File: src/rtl/key_debouncer_pkg.sv
// Shared types and constants for the KEY[] debouncer.
// Imported by key_debounce_channel and key_debouncer.
package key_debouncer_pkg;

  typedef enum logic [1:0] {
    IDLE,
    DB_PRESS,
    HELD,
    DB_RELEASE
  } kd_state_t;

  // Raw board buttons pull low when pressed.
  localparam logic KEY_ACTIVE_LEVEL = 1'b0;

endpackage

File: src/rtl/key_debounce_channel.sv
// One key: synchroniser, debounce FSM and registered level/press/release outputs.
// Optional auto-repeat when KEY_DEBOUNCER_AUTOREPEAT_EN is defined.
module key_debounce_channel
  import key_debouncer_pkg::*;
#(
  parameter int SYNC_STAGES     = 2,
  parameter int DEBOUNCE_CYCLES = 16,
  parameter int REPEAT_DELAY    = 64,
  parameter int REPEAT_PERIOD   = 16
) (
  input  logic CLK,
  input  logic RST,
  input  logic i_key,
  output logic o_level,
  output logic o_press,
  output logic o_release
);

  localparam int CNT_W = $clog2(DEBOUNCE_CYCLES + 1);
  localparam logic [CNT_W-1:0] CNT_LAST = CNT_W'(DEBOUNCE_CYCLES - 1);

  logic [SYNC_STAGES-1:0] r_sync;
  logic [CNT_W-1:0]       r_cnt;
  kd_state_t              r_state;
  kd_state_t              w_state_nxt;
  logic                   w_pressed;
  logic                   w_cnt_clr;
  logic                   w_press_nxt;
  logic                   w_release_nxt;
  logic                   w_rpt_fire;

  // NOTE: sequential state uses non-blocking assignments so every flop samples pre-edge values.
  always_ff @(posedge CLK) begin
    if (RST) r_sync <= '1;
    else     r_sync <= {r_sync[SYNC_STAGES-2:0], i_key};
  end

  assign w_pressed = (r_sync[SYNC_STAGES-1] == KEY_ACTIVE_LEVEL);

  // NOTE: every always_comb output gets a default first, so no path can infer a latch.
  always_comb begin
    w_state_nxt   = r_state;
    w_cnt_clr     = 1'b0;
    w_press_nxt   = 1'b0;
    w_release_nxt = 1'b0;
    case (r_state)
      IDLE: begin
        if (w_pressed) begin
          w_state_nxt = DB_PRESS;
          w_cnt_clr   = 1'b1;
        end
      end
      DB_PRESS: begin
        if (!w_pressed) begin
          w_state_nxt = IDLE;
          w_cnt_clr   = 1'b1;
        end else if (r_cnt == CNT_LAST) begin
          w_state_nxt = HELD;
          w_cnt_clr   = 1'b1;
          w_press_nxt = 1'b1;
        end
      end
      HELD: begin
        if (!w_pressed) begin
          w_state_nxt = DB_RELEASE;
          w_cnt_clr   = 1'b1;
        end else begin
          w_press_nxt = w_rpt_fire;
        end
      end
      default: begin
        if (w_pressed) begin
          w_state_nxt = HELD;
          w_cnt_clr   = 1'b1;
        end else if (r_cnt == CNT_LAST) begin
          w_state_nxt   = IDLE;
          w_cnt_clr     = 1'b1;
          w_release_nxt = 1'b1;
        end
      end
    endcase
  end

  always_ff @(posedge CLK) begin
    if (RST) begin
      r_state   <= IDLE;
      r_cnt     <= '0;
      o_level   <= 1'b0;
      o_press   <= 1'b0;
      o_release <= 1'b0;
    end else begin
      r_state   <= w_state_nxt;
      o_level   <= (w_state_nxt == HELD) || (w_state_nxt == DB_RELEASE);
      o_press   <= w_press_nxt;
      o_release <= w_release_nxt;
      if (w_cnt_clr)
        r_cnt <= '0;
      else if ((r_state == DB_PRESS) || (r_state == DB_RELEASE))
        r_cnt <= r_cnt + 1'b1;
    end
  end

`ifdef KEY_DEBOUNCER_AUTOREPEAT_EN
  localparam int RPT_W = $clog2(REPEAT_DELAY + 1);

  logic [RPT_W-1:0] r_rpt;

  assign w_rpt_fire = (r_state == HELD) && (r_rpt == RPT_W'(REPEAT_DELAY - 1));

  // After each repeat the counter rewinds so the next fire is REPEAT_PERIOD cycles later.
  always_ff @(posedge CLK) begin
    if (RST)
      r_rpt <= '0;
    else if (((r_state == DB_PRESS) && (w_state_nxt == HELD)) || (w_state_nxt == IDLE))
      r_rpt <= '0;
    else if ((r_state == HELD) && (w_state_nxt == HELD))
      r_rpt <= w_rpt_fire ? RPT_W'(REPEAT_DELAY - REPEAT_PERIOD) : r_rpt + 1'b1;
  end
`else
  logic w_unused_rpt;

  assign w_rpt_fire   = 1'b0;
  assign w_unused_rpt = (REPEAT_DELAY > 0) ^ (REPEAT_PERIOD > 0);
`endif

endmodule

File: src/rtl/key_debouncer.sv
// Debounces N_KEYS active-low push-buttons into clean level and press/release pulses.
// Build with KEY_DEBOUNCER_AUTOREPEAT_EN defined to add held-key auto-repeat presses.
module key_debouncer
  import key_debouncer_pkg::*;
#(
  parameter int N_KEYS          = 4,
  parameter int SYNC_STAGES     = 2,
  parameter int DEBOUNCE_CYCLES = 16,
  parameter int REPEAT_DELAY    = 64,
  parameter int REPEAT_PERIOD   = 16
) (
  input  logic              CLK,
  input  logic              RST,
  input  logic [N_KEYS-1:0] KEY,
  output logic [N_KEYS-1:0] key_level,
  output logic [N_KEYS-1:0] key_press,
  output logic [N_KEYS-1:0] key_release
);

  for (genvar g = 0; g < N_KEYS; g++) begin : g_key
    key_debounce_channel #(
      .SYNC_STAGES    (SYNC_STAGES),
      .DEBOUNCE_CYCLES(DEBOUNCE_CYCLES),
      .REPEAT_DELAY   (REPEAT_DELAY),
      .REPEAT_PERIOD  (REPEAT_PERIOD)
    ) u_chan (
      .CLK      (CLK),
      .RST      (RST),
      .i_key    (KEY[g]),
      .o_level  (key_level[g]),
      .o_press  (key_press[g]),
      .o_release(key_release[g])
    );
  end

endmodule

File: config.mk
export PLATFORM = sky130hd
export DESIGN_NAME = key_debouncer
export DESIGN_NICKNAME = d
export VERILOG_FILES = /design/src/rtl/key_debouncer_pkg.sv /design/src/rtl/key_debounce_channel.sv /design/src/rtl/key_debouncer.sv
export SDC_FILE = /design/constraint.sdc
export NUM_CORES = 1
export LEC_CHECK = 0
export ABC_AREA = 1
export CAP_MARGIN = 40
export CORE_MARGIN = 1
export CORE_UTILIZATION = 40
export CTS_BUF_LIST = sky130_fd_sc_hd__clkbuf_8
export DETAILED_ROUTE_END_ITERATION = 7
export PLACE_DENSITY = 0.65
export RECOVER_POWER = 50
export SLEW_MARGIN = 20
export SYNTH_ARGS = -nofsm -noshare
export SYNTH_HDL_FRONTEND = slang
export SYNTH_SLANG_ARGS = --single-unit
File: constraint.sdc
create_clock -name CLK -period 3.7 [get_ports CLK]
set_input_delay 0.925 -clock CLK [delete_from_list [all_inputs] [get_ports CLK]]
set_output_delay 0.925 -clock CLK [all_outputs]
set_load 0.02 [all_outputs]
======== After elaboration in Yosys (flattened, before gate mapping) ========
Index checks and enable logic that the tools add are counted.
storage, ports and cells
  output and inout bits ................... 12
  input port bits ......................... 6
  bits in registers ....................... 48
  word-level logic and storage cells ...... 136
cells by class
  muxes and demuxes ....................... 52
  bitwise operators ....................... 8
  eq/ne operators ......................... 24
  $add $sub $neg .......................... 4
  reductions and logical operators ........ 24
operators by type and width
  kind                                           number
  two-way mux 2 bit                              24
  == test 2 bit, second input constant           16
  case mux 2 bit (3 select lines)                4
  adder 5 x 1 -> 5 bit, second input constant    4
  == test 5 x 4 -> 1 bit, second input constant  4
  two-way mux 1 bit                              20
  OR reduction 5 bit                             4
  case mux 1 bit (3 select lines)                4
  OR reduction 3 bit                             4
  == test 2 x 1 -> 1 bit, second input constant  4
  logical NOT 2 bit                              4
  logical OR 1 bit                               8
  inverter 1 bit                                 8
  OR reduction 2 bit                             4

======== Logic depth before layout (Yosys ltp) ========
Gate-level depths: netlist (run 1).
  word-level depth ........................ 6
  mapped depth ............................ 9
  gate-level depth less buffers ........... 9

======== By module ========
A second synthesis (run 1) with hierarchy kept.
second synthesis, totals
  cells, all modules ...................... 356
  area, all modules ....................... 2544.9 µm²
by module, submodules not included
  module                                      times used  cells an instance  seq. area each (µm²)  area each (µm²)
  key_debounce_channel (g_key[0].u_chan ...)  2           89                 220.2                 639.4
  key_debounce_channel (g_key[2].u_chan ...)  2           89                 220.2                 633.1

======== Worst setup path after synthesis (run 1) ========
No wires, ideal clock.
  path type ............................... input port to flip-flop
  from .................................... input RST
  to ...................................... register g_key[0].u_chan.r_sync[0]
  required time ........................... 3.577 ns
  arrival ................................. 1.306 ns
  buffers on the path ..................... 1
  setup time .............................. 0.123 ns
  slack ................................... 2.271 ns
  stages .................................. 2
  cell sequence ........................... buf_6 > or2_2
RTL lines
  what                    RTL line                    source
  start: declaration      key_debouncer.sv:13         input logic RST,
  end signal: assignment  key_debounce_channel.sv:35  else r_sync <= {r_sync[SYNC_STAGES-2:0], i_key};
  end: declaration        key_debounce_channel.sv:22  logic [SYNC_STAGES-1:0] r_sync;
No word-level cell between the ends.

======== Final worst setup path (run 1) ========
  from .................................... register g_key[0].u_chan.o_level
  to ...................................... output key_level[0]
RTL lines
  what                      RTL line                    source
  start: declaration        key_debounce_channel.sv:14  output logic o_level,
  start signal: assignment  key_debounce_channel.sv:93  o_level <= (w_state_nxt == HELD) || (w_state_nxt == DB_RELEASE);
  end: declaration          key_debouncer.sv:15         output logic [N_KEYS-1:0] key_level,
No word-level cell between the ends.

==> results.ini, run 1 <==
[synthesis]
syn_avg_cell_area_um2 = 8.30
yosysWarnings = 0
synth_seq_cells = 48
synth.distinct_cells = 25
netlist_instances = 244
seq_area_frac_synth_pct = 47.4
syn_nets = 258
netlist_area_um2 = 2030

[die]
initial_utilization_pct = 42.3
die_area_um2 = 5350
rows = 25
die_w_um = 73.2
core_um2 = 4790
ios = 18
die-height_um = 73.2

[routing]
routed_via_density = 4.34
drt_iter0_drc = 41
detailedRoute.firstPassIterationCount = 4
drtAntennaViolNets = 0
avgRoutedWirePerCell_um = 8.57
dr_total_vias = 1383
finalWirelength_um = 2740
route.detailed.drc = 0

[placed_design]
dpl.hpwl_um = 1990
dp.cells = 311
port_buffers = 17
pre_cts_slack_ps = 1350
gp_congestion = 0.813
dpl_cell_area_um2 = 2140

[power_and_ir_drop]
ir_drop_mv = 0.223
power_density_nw_per_um2 = 415
p_total_mw = 0.926
p_leak_nw = 0.855

[cells_and_area]
final_common_cell = nand2_1
postLayoutCoreUtil_pct = 46.6
syn_to_final_growth_pct = 10.2
fin_area_um2 = 2230
num_antenna_cells = 0
fin_cells = 319
mostFrequentLayoutCells = nand2_1 (49), dfxtp_1 (48), nor2_1 (31), inv_1 (26), clkdlybuf4s50_1 (16)
nNetsFinal = 265
final_layout_size_suffix_gt1_share_pct = 9.52

[critical_path]
crit_family = buffers and inverters
critPathMaxStageDelay_ps = 600
start_kind = flip-flop
crit_chain = clkdlybuf4s50_1
crit_path_max_fanout = 1
crit_path_top_delay_cell = clkdlybuf4s50_1
worst_setup_path_end_kind = output port
critPathKind = reg2out
arrival_ps = 1230
reg2reg_slack_ps = 2230
worstPathRequired_ps = 2770
crit_buf_inv = 1

[min_path]
min_path_type = reg2reg

[clock_tree]
clockRootBuffer = clkbuf_8
postCtsSetupBuffers = 0
clkTransAtPathRegs_ps = 80
cts_buffers = 5
tritoncts = yes
cts_max_path_buffers = 2
post_cts_resized = 0
htreeDepth = 2
cts.sinks = 48
postCtsHoldBufs = 0
clock_latency_ps = 300

[sta]
rsz0062_at_grt = false
slew_headroom_pct = 66.7
holdWs_ps = 412
fmax_mhz = 465
finalHoldViolCount = 0
slew_violations = 0
setup_tns_ps = 0
skew_ps = 4.42
min_period_over_period_pct = 58.2
fin_ws_ps = 1550
finalSetupViolCount = 0
period_needed_ps = 2150
worstMarginPinSlew_ps = 498

[global_route]
antenna_found_initial = 0
grt_max_degree = 18
grt_pass1_wl_um = 4930
grt_overflow = 0
grt_pass1_vias = 1230
grtUsageTotal_pct = 12.2

[run]
cap_violations = 0

[run_status]
status = finished, final reports clean

-- cells in the mapped netlist, drive strengths merged --
cell type  instances  area (um2)
nand2             53         224
nor3               5        25.0
nor2              32         125
buf               17         139
nand3              8        50.1
nand4              1        6.26
a21oi              8        43.8
xnor2              4        35.0
or2                8        50.1
mux2i              4        40.0
and2               2        13.8
inv               28         105
ha                 8         100
o21ai             12        60.1
xor2               4        35.0
dfxtp             48         961
o22ai              2        12.5
-- power breakdown --
group | internal (mW) | switching, mW | leakage [nW]
Combinational | 0.0151 | 0.0178 | 0.407
Sequential | 0.523 | 0.00603 | 0.389
Clock | 0.198 | 0.167 | 0.0593
-- final cells by class --
cell class	count	area [um2]
clock buffers	5	68.8
clock inverters	3	38.8
fillers	490	2550
inverters	28	105
multi-input cells	151	805
flip-flops and latches	48	961
well taps	67	83.8
repair buffers	17	170
-- registers in the layout (all words and copies together), names as in the netlist --
signal,count
g_key.u_chan.r_cnt,20
g_key.u_chan.r_state,8
g_key.u_chan.r_sync,8
g_key.u_chan.o_level,4
g_key.u_chan.o_press,4
g_key.u_chan.o_release,4
-- layer usage --
| metal | vias up | part of all wire [%] | global-route usage, % |
|---|---|---|---|
| met5 | - | 0 | 0 |
| met2 | 20 | 42 | 18.9 |
| li1 | 761 | - | - |
| met3 | 8 | 3.4 | 3.31 |
| met4 | 0 | 2.8 | 7.84 |
| met1 | 594 | 52 | 14.8 |
-- cell families (layout without fill, tap and decap cells) --
| family | Yosys count | in the layout | share of synthesized area [%] |
|---|---|---|---|
| and+or+nand+nor | 109 | 109 | 24.4 |
| DFF | 48 | 48 | 47.4 |
| buffers and inverters | 45 | 53 | 12.0 |
| AOI/OAI and AO/OA | 22 | 22 | 5.74 |
| adders and majority gates | 8 | 8 | 4.94 |
| xor gates and xnor gates | 8 | 8 | 3.46 |
| muxes | 4 | 4 | 1.98 |
-- final timing paths --
check                                             start                                    end  depth (start not counted)
setup / recovery     g_key[0].u_chan.o_level$_SDFF_PP0_                           key_level[0]                          1
hold reg to reg    g_key[1].u_chan.r_sync[0]$_SDFF_PP1_   g_key[1].u_chan.r_sync[1]$_SDFF_PP1_                          1
hold / removal     g_key[1].u_chan.r_sync[0]$_SDFF_PP1_   g_key[1].u_chan.r_sync[1]$_SDFF_PP1_                          1
setup reg to reg  g_key[0].u_chan.r_cnt[0]$_SDFFE_PP0P_  g_key[0].u_chan.r_cnt[2]$_SDFFE_PP0P_                          9
Power figures use the tool's default switching activity.
==> inputs of run 2 (changes only) <==
--- a/config.mk
+++ b/config.mk
@@ -11,7 +11,7 @@
 export CORE_UTILIZATION = 40
 export CTS_BUF_LIST = sky130_fd_sc_hd__clkbuf_8
 export DETAILED_ROUTE_END_ITERATION = 7
-export PLACE_DENSITY = 0.65
+export PLACE_DENSITY = 0.67
 export RECOVER_POWER = 50
 export SLEW_MARGIN = 20
 export SYNTH_ARGS = -nofsm -noshare
==> constraint.sdc (replaced) <==
create_clock -name CLK -period 1.85 [get_ports CLK]
set_input_delay 0.4625 -clock CLK [delete_from_list [all_inputs] [get_ports CLK]]
set_output_delay 0.4625 -clock CLK [all_outputs]
set_load 0.02 [all_outputs]
==> run 2 against run 1 <==
Against the previous run:
- core utilization down 0.71 points
- first-iteration DRC count down 4.9%
- clock power up 62%
- flip-flop and latch count unchanged
- register-to-register slack worse by 1900 ps
- critical endpoint unchanged
- largest power group unchanged
==> results.ini, run 2 (synthesized netlist as in run 1, its figures left out) <==
[run_status]
status = finished, final reports clean

[cells_and_area]
final_common_cell = nand2_1
syn_to_final_growth_pct = 8.52
num_antenna_cells = 0  ; unchanged
nNetsFinal = 267  ; +0.75%
mostFrequentLayoutCells = nand2_1 (52), dfxtp_1 (48), nor2_1 (30), inv_1 (24), clkdlybuf4s50_1 (16)
postLayoutCoreUtil_pct = 45.9  ; -0.71 points
final_layout_size_suffix_gt1_share_pct = 8.70  ; -0.83 points
largest_reg_flops = 20  ; unchanged
largest_registers = g_key.u_chan.r_cnt (20), g_key.u_chan.r_state (8), g_key.u_chan.r_sync (8)
top_register = g_key.u_chan.r_cnt

[clock_tree]
cts.sinks = 48  ; unchanged
clockRootBuffer = clkbuf_8
postCtsSetupBuffers = 0  ; unchanged
tritoncts = yes
htreeDepth = 2  ; unchanged
clkTransAtPathRegs_ps = 80  ; about the same
postCtsHoldBufs = 0  ; unchanged
clock_latency_ps = 290  ; about the same
cts_max_path_buffers = 2  ; unchanged
cts_buffers = 5  ; unchanged
post_cts_resized = 0  ; unchanged

[die]
rows = 25  ; unchanged
initial_utilization_pct = 42.3  ; unchanged
die_w_um = 73.2  ; unchanged
ios = 18  ; unchanged
die-height_um = 73.2  ; unchanged
core_um2 = 4790  ; unchanged
die_area_um2 = 5350  ; unchanged

[placed_design]
gp_congestion = 0.754  ; -7.2%
dpl.hpwl_um = 2230  ; +12%
port_buffers = 17  ; unchanged

[sta]
fmax_mhz = 588
slew_violations = 0  ; unchanged
finalHoldViolCount = 0  ; unchanged
rsz0062_at_grt = false
min_period_over_period_pct = 91.9
period_needed_ps = 1700
finalSetupViolCount = 0  ; unchanged
slew_headroom_pct = 78.9  ; +12 points
worstMarginPinSlew_ps = 316  ; -182 ps
skew_ps = 4.08  ; -0.331 ps
setup_tns_ps = 0  ; unchanged

[critical_path]
critPathMaxStageDelay_ps = 600  ; about the same
rr_endpoint = g_key[0].u_chan.r_cnt[3]$_SDFFE_PP0P_
crit_path_max_fanout = 1  ; unchanged
reg2reg_depth = 9  ; unchanged
critPathKind = reg2out
arrival_ps = 1240  ; about the same
worst_setup_path_end_kind = output port
worstPathRequired_ps = 1390  ; -1380 ps
crit_family = buffers and inverters
crit_chain = clkdlybuf4s50_1
start_kind = flip-flop
r2r_start = g_key[0].u_chan.r_cnt[0]$_SDFFE_PP0P_
crit_buf_inv = 1  ; unchanged
reg2reg_slack_ps = 290  ; -1940 ps
crit_path_top_delay_cell = clkdlybuf4s50_1

[global_route]
grt_overflow = 0  ; unchanged
antenna_found_initial = 0  ; unchanged
grt_pass1_wl_um = 5040  ; +2.4%
grt_max_degree = 15  ; -3
grtUsageTotal_pct = 12.8  ; +0.62 points
grt_pass1_vias = 1207  ; -1.9%

[min_path]
min_path_type = reg2reg
holdPathEnd = g_key[0].u_chan.r_sync[1]$_SDFF_PP1_
hp-start = g_key[0].u_chan.r_sync[0]$_SDFF_PP1_
worstHoldPathCells = 1  ; unchanged

[routing]
detailedRoute.firstPassIterationCount = 4  ; unchanged
finalWirelength_um = 2970  ; +8.7%
avgRoutedWirePerCell_um = 9.29  ; +8.4%
route.detailed.drc = 0  ; unchanged
drtAntennaViolNets = 0  ; unchanged
drt_iter0_drc = 39  ; -4.9%
routed_via_density = 4.43  ; +2.1%
dr_total_vias = 1417  ; +2.5%

[power_and_ir_drop]
power_density_nw_per_um2 = 780  ; +88%
ir_drop_mv = 0.445  ; +100%
p_leak_nw = 0.814  ; -4.8%

[run]
cap_violations = 0  ; unchanged

-- run 2: changes by cell type in the layout (fill, tap and decap cells not counted), moves of 2 or more --
cell      before  now
clkbuf_1       0    2
clkinv_1       0    2
inv_1         26   24
nand2_1       49   52
nand2_4        3    0
-- run 2: stage by stage --
stage / area, um2 / cells / setup slack, ps / hold slack [ps] / total power [mW]
finish: 2200 / 320 / 149 / 412 / 1.71
global route: 2200 / 320 / 103 / 424 / 1.78
CTS: 2240 / 320 / 135 / 414 / 1.75
detailed placement: 2160 / 313 / 185 / 392 / 1.16
global placement: 2160 / 313 / 263 / 391 / 1.15
floorplan: 2030 / 244 / 575 / 389 / 1.13
-- run 2: routing by layer --
metal	GRT usage [%]	routed length [um]	up-vias
met5	0	0	-
met4	7.84	77	0
met3	4.14	105	7
met1	15.0	1450	631
met2	20.3	1340	18
li1	-	-	761
-- run 2: area by class of cell --
| class | count | area (um2) |
|---|---|---|
| tap | 67 | 83.8 |
| fill | 481 | 2590 |
| clock buffer | 5 | 68.8 |
| inverter | 28 | 105 |
| clock inverter | 2 | 12.5 |
| multi-input combinational | 151 | 790 |
| sequential | 48 | 961 |
| timing repair buffer | 19 | 178 |
-- run 2: how the worst max path moves through the flow --
stage / from / to / cells after the start
finish: g_key[0].u_chan.o_level$_SDFF_PP0_ / key_level[0] / 1
global route: g_key[0].u_chan.o_level$_SDFF_PP0_ / key_level[0] / 1
CTS: g_key[0].u_chan.o_level$_SDFF_PP0_ / key_level[0] / 1
detailed placement: RST / g_key[0].u_chan.r_cnt[3]$_SDFFE_PP0P_ / 5
global placement: RST / g_key[0].u_chan.r_cnt[1]$_SDFFE_PP0P_ / 5
floorplan: g_key[2].u_chan.r_cnt[0]$_SDFFE_PP0P_ / g_key[2].u_chan.o_level$_SDFF_PP0_ / 7
-- run 2: power by group --
part / internal, mW / total [mW] / switching (mW) / leakage, nW
logic: 0.0302 / 0.0664 / 0.0362 / 0.385
clock network: 0.256 / 0.591 / 0.335 / 0.0400
registers: 1.05 / 1.06 / 0.0114 / 0.389
total: 1.33 / 1.71 / 0.383 / 0.814
-- run 2: worst reg2reg max path, delay by kind of cell, from the launching register on --
kind,cells,cell delay (ps)
fa+ha+maj,2,390
buf+inv,1,100
flops,1,350
simple gates,6,660
==> inputs of run 3 (changes only) <==
--- a/config.mk
+++ b/config.mk
@@ -7,12 +7,13 @@
 export LEC_CHECK = 0
 export ABC_AREA = 1
 export CAP_MARGIN = 40
-export CORE_MARGIN = 1
+export CORE_MARGIN = 3
 export CORE_UTILIZATION = 40
 export CTS_BUF_LIST = sky130_fd_sc_hd__clkbuf_8
 export DETAILED_ROUTE_END_ITERATION = 7
 export PLACE_DENSITY = 0.67
 export RECOVER_POWER = 50
+export SKIP_CTS_REPAIR_TIMING = 1
 export SLEW_MARGIN = 20
 export SYNTH_ARGS = -nofsm -noshare
 export SYNTH_HDL_FRONTEND = slang
==> run 3 against run 2 <==
Against the previous run:
- cell area increased by 1.1%
- global-route usage decreased by 1.3 points
- largest power group unchanged
- highest routed layer unchanged
- die area increased by 11%
- core utilization increased by 0.20 points
- hold slack about the same
- sequential power about the same
- routed wire length decreased by 1.3%
- non-clock buffer count decreased by 1
- final cell count unchanged
- maximum frequency increased by 0.41%
==> results.ini, run 3 (synthesized netlist as in run 1, its figures left out) <==
[cells_and_area]
final_layout_size_suffix_gt1_share_pct = 9.49  ; +0.79 points
nNetsFinal = 266  ; -0.37%
top_register = g_key.u_chan.r_cnt
mostFrequentLayoutCells = nand2_1 (52), dfxtp_1 (48), nor2_1 (30), inv_1 (25), clkdlybuf4s50_1 (16)
largest_reg_flops = 20  ; unchanged
final_common_cell = nand2_1
final.fill_count = 484  ; +0.62%
num_antenna_cells = 0  ; unchanged
fin_cells = 320  ; unchanged
syn_to_final_growth_pct = 9.70
largest_registers = g_key.u_chan.r_cnt (20), g_key.u_chan.r_state (8), g_key.u_chan.r_sync (8)

[placed_design]
dp.cells = 312  ; -0.32%
port_buffers = 17  ; unchanged
dpl.hpwl_um = 2170  ; -2.5%
gp_congestion = 0.763  ; +1.1%

[routing]
finalWirelength_um = 2940  ; -1.3%
drt_iter0_drc = 69  ; +77%
detailedRoute.firstPassIterationCount = 4  ; unchanged
avgRoutedWirePerCell_um = 9.17  ; -1.3%
dr_total_vias = 1389  ; -2.0%
routed_via_density = 4.34  ; -2.0%
route.detailed.drc = 0  ; unchanged
drtAntennaViolNets = 0  ; unchanged

[sta]
setup_tns_ps = 0  ; unchanged
period_needed_ps = 1690  ; -6.96 ps
worstMarginPinSlew_ps = 325  ; +9.31 ps
finalSetupViolCount = 0  ; unchanged
rsz0062_at_grt = false
slew_violations = 0  ; unchanged
slew_headroom_pct = 78.3  ; -0.62 points
finalHoldViolCount = 0  ; unchanged
min_period_over_period_pct = 91.6  ; -0.38 points
skew_ps = 6.74  ; +2.65 ps
fmax_mhz = 590  ; +0.41%

[global_route]
antenna_found_initial = 0  ; unchanged
grt_overflow = 0  ; unchanged
grt_pass1_wl_um = 5400  ; +7.0%
grt_max_degree = 15  ; unchanged
grtUsageTotal_pct = 11.5  ; -1.3 points
grt_pass1_vias = 1299  ; +7.6%

[power_and_ir_drop]
power_switching_mw = 0.378  ; -1.3%
p_comb_share_pct = 3.6  ; -0.3 points
p_leak_nw = 0.840  ; +3.2%
power_density_nw_per_um2 = 832  ; +6.7%
ir_drop_mv = 0.337  ; -24%
power_frac_seq_pct = 57.2  ; -4.4 points
p_int_mw = 1.47  ; +10%
switching_share_pct = 20.4  ; -1.9 points
p_clk_share_pct = 39.2  ; +4.7 points

[die]
core_um2 = 4820  ; +0.65%
die-height_um = 77.2  ; +5.5%
ios = 18  ; unchanged
initial_utilization_pct = 42.1  ; -0.27 points
rows = 25  ; unchanged
die_w_um = 77.2  ; +5.5%
die_area_um2 = 5950  ; +11%

[critical_path]
worst_setup_path_end_kind = output port
critPathKind = reg2out
crit_path_max_fanout = 1  ; unchanged
start_kind = flip-flop
crit_chain = clkdlybuf4s50_1
arrival_ps = 1230  ; about the same
critPathMaxStageDelay_ps = 600  ; about the same
crit_buf_inv = 1  ; unchanged
crit_path_top_delay_cell = clkdlybuf4s50_1
worstPathRequired_ps = 1390  ; about the same
crit_family = buffers and inverters

[run]
cap_violations = 0  ; unchanged

[clock_tree]
clkTransAtPathRegs_ps = 80  ; about the same
clock_latency_ps = 300  ; about the same
tritoncts = yes
clockRootBuffer = clkbuf_8
cts_buffers = 5  ; unchanged
cts_max_path_buffers = 2  ; unchanged
cts.sinks = 48  ; unchanged
htreeDepth = 2  ; unchanged

[min_path]
min_path_type = reg2reg

[run_status]
status = finished, final reports clean

## run 3: changes by cell type in the layout (fill, tap and decap cells not counted)
cell,change
bufinv_16,+1
clkbuf_1,-2
clkbuf_2,+1
clkinv_1,-1
clkinvlp_4,-1
inv_1,+1
inv_2,+1
## run 3: layout make-up
cell class / count / area (um2) / area share, %
clock buffer: 5 / 68.8 / 3.10
tap: 67 / 83.8 / 3.77
multi-input combinational: 151 / 790 / 35.5
inverter: 28 / 105 / 4.73
sequential: 48 / 961 / 43.2
timing repair buffer: 18 / 175 / 7.88
clock inverter: 3 / 38.8 / 1.75
## run 3: path summary, 6_finish.rpt
check | from | to | slack [ps] | cells after the start
worst max-delay path | g_key[0].u_chan.o_level$_SDFF_PP0_ | key_level[0] | 160 | 1
worst min-delay path | g_key[1].u_chan.r_sync[0]$_SDFF_PP1_ | g_key[1].u_chan.r_sync[1]$_SDFF_PP1_ | 410 | 1
worst max register to register | g_key[3].u_chan.r_cnt[0]$_SDFFE_PP0P_ | g_key[3].u_chan.r_cnt[3]$_SDFFE_PP0P_ | 330 | 9
worst min register to register | g_key[1].u_chan.r_sync[0]$_SDFF_PP1_ | g_key[1].u_chan.r_sync[1]$_SDFF_PP1_ | 410 | 1
## run 3: metrics by stage
stage | utilization (%) | total power, mW | instance area [um2] | setup WS [ps] | hold slack (ps)
floorplan | - | 1.13 | 2030 | 575 | 389
global placement | 44.6 | 1.15 | 2150 | 251 | 395
detailed placement | 44.6 | 1.16 | 2150 | 190 | 395
CTS | 46.8 | 1.88 | 2260 | 146 | 416
global route | 46.1 | 1.92 | 2220 | 97.0 | 447
finish | 46.1 | 1.85 | 2220 | 156 | 412
## run 3: layer usage
metal,up-vias,track usage (%),wire (um)
li1,759,-,-
met1,601,14.0,1460
met2,24,17.4,1270
met3,5,4.69,138
met4,0,5.87,66
met5,-,0,0
## run 3: power by group through the flow
stage / logic (mW) / registers, mW / clock network (mW)
2_1_floorplan: 0.0588 / 1.08 / 0
3_3_place_gp: 0.0715 / 1.08 / 0
3_5_place_dp: 0.0730 / 1.08 / 0
4_1_cts: 0.0736 / 1.06 / 0.744
5_1_grt: 0.0762 / 1.06 / 0.788
6_report: 0.0661 / 1.06 / 0.725
## run 3: worst register-to-register path, cell delays in order, from the launching register on
cell and delay, ps:
dfxtp_1 380, ha_1 180, nand2_1 50, nor2_1 110, ha_1 150, nand2_1 60
nand2_1 160, clkinv_1 80, nand2_1 170, nor2_1 60
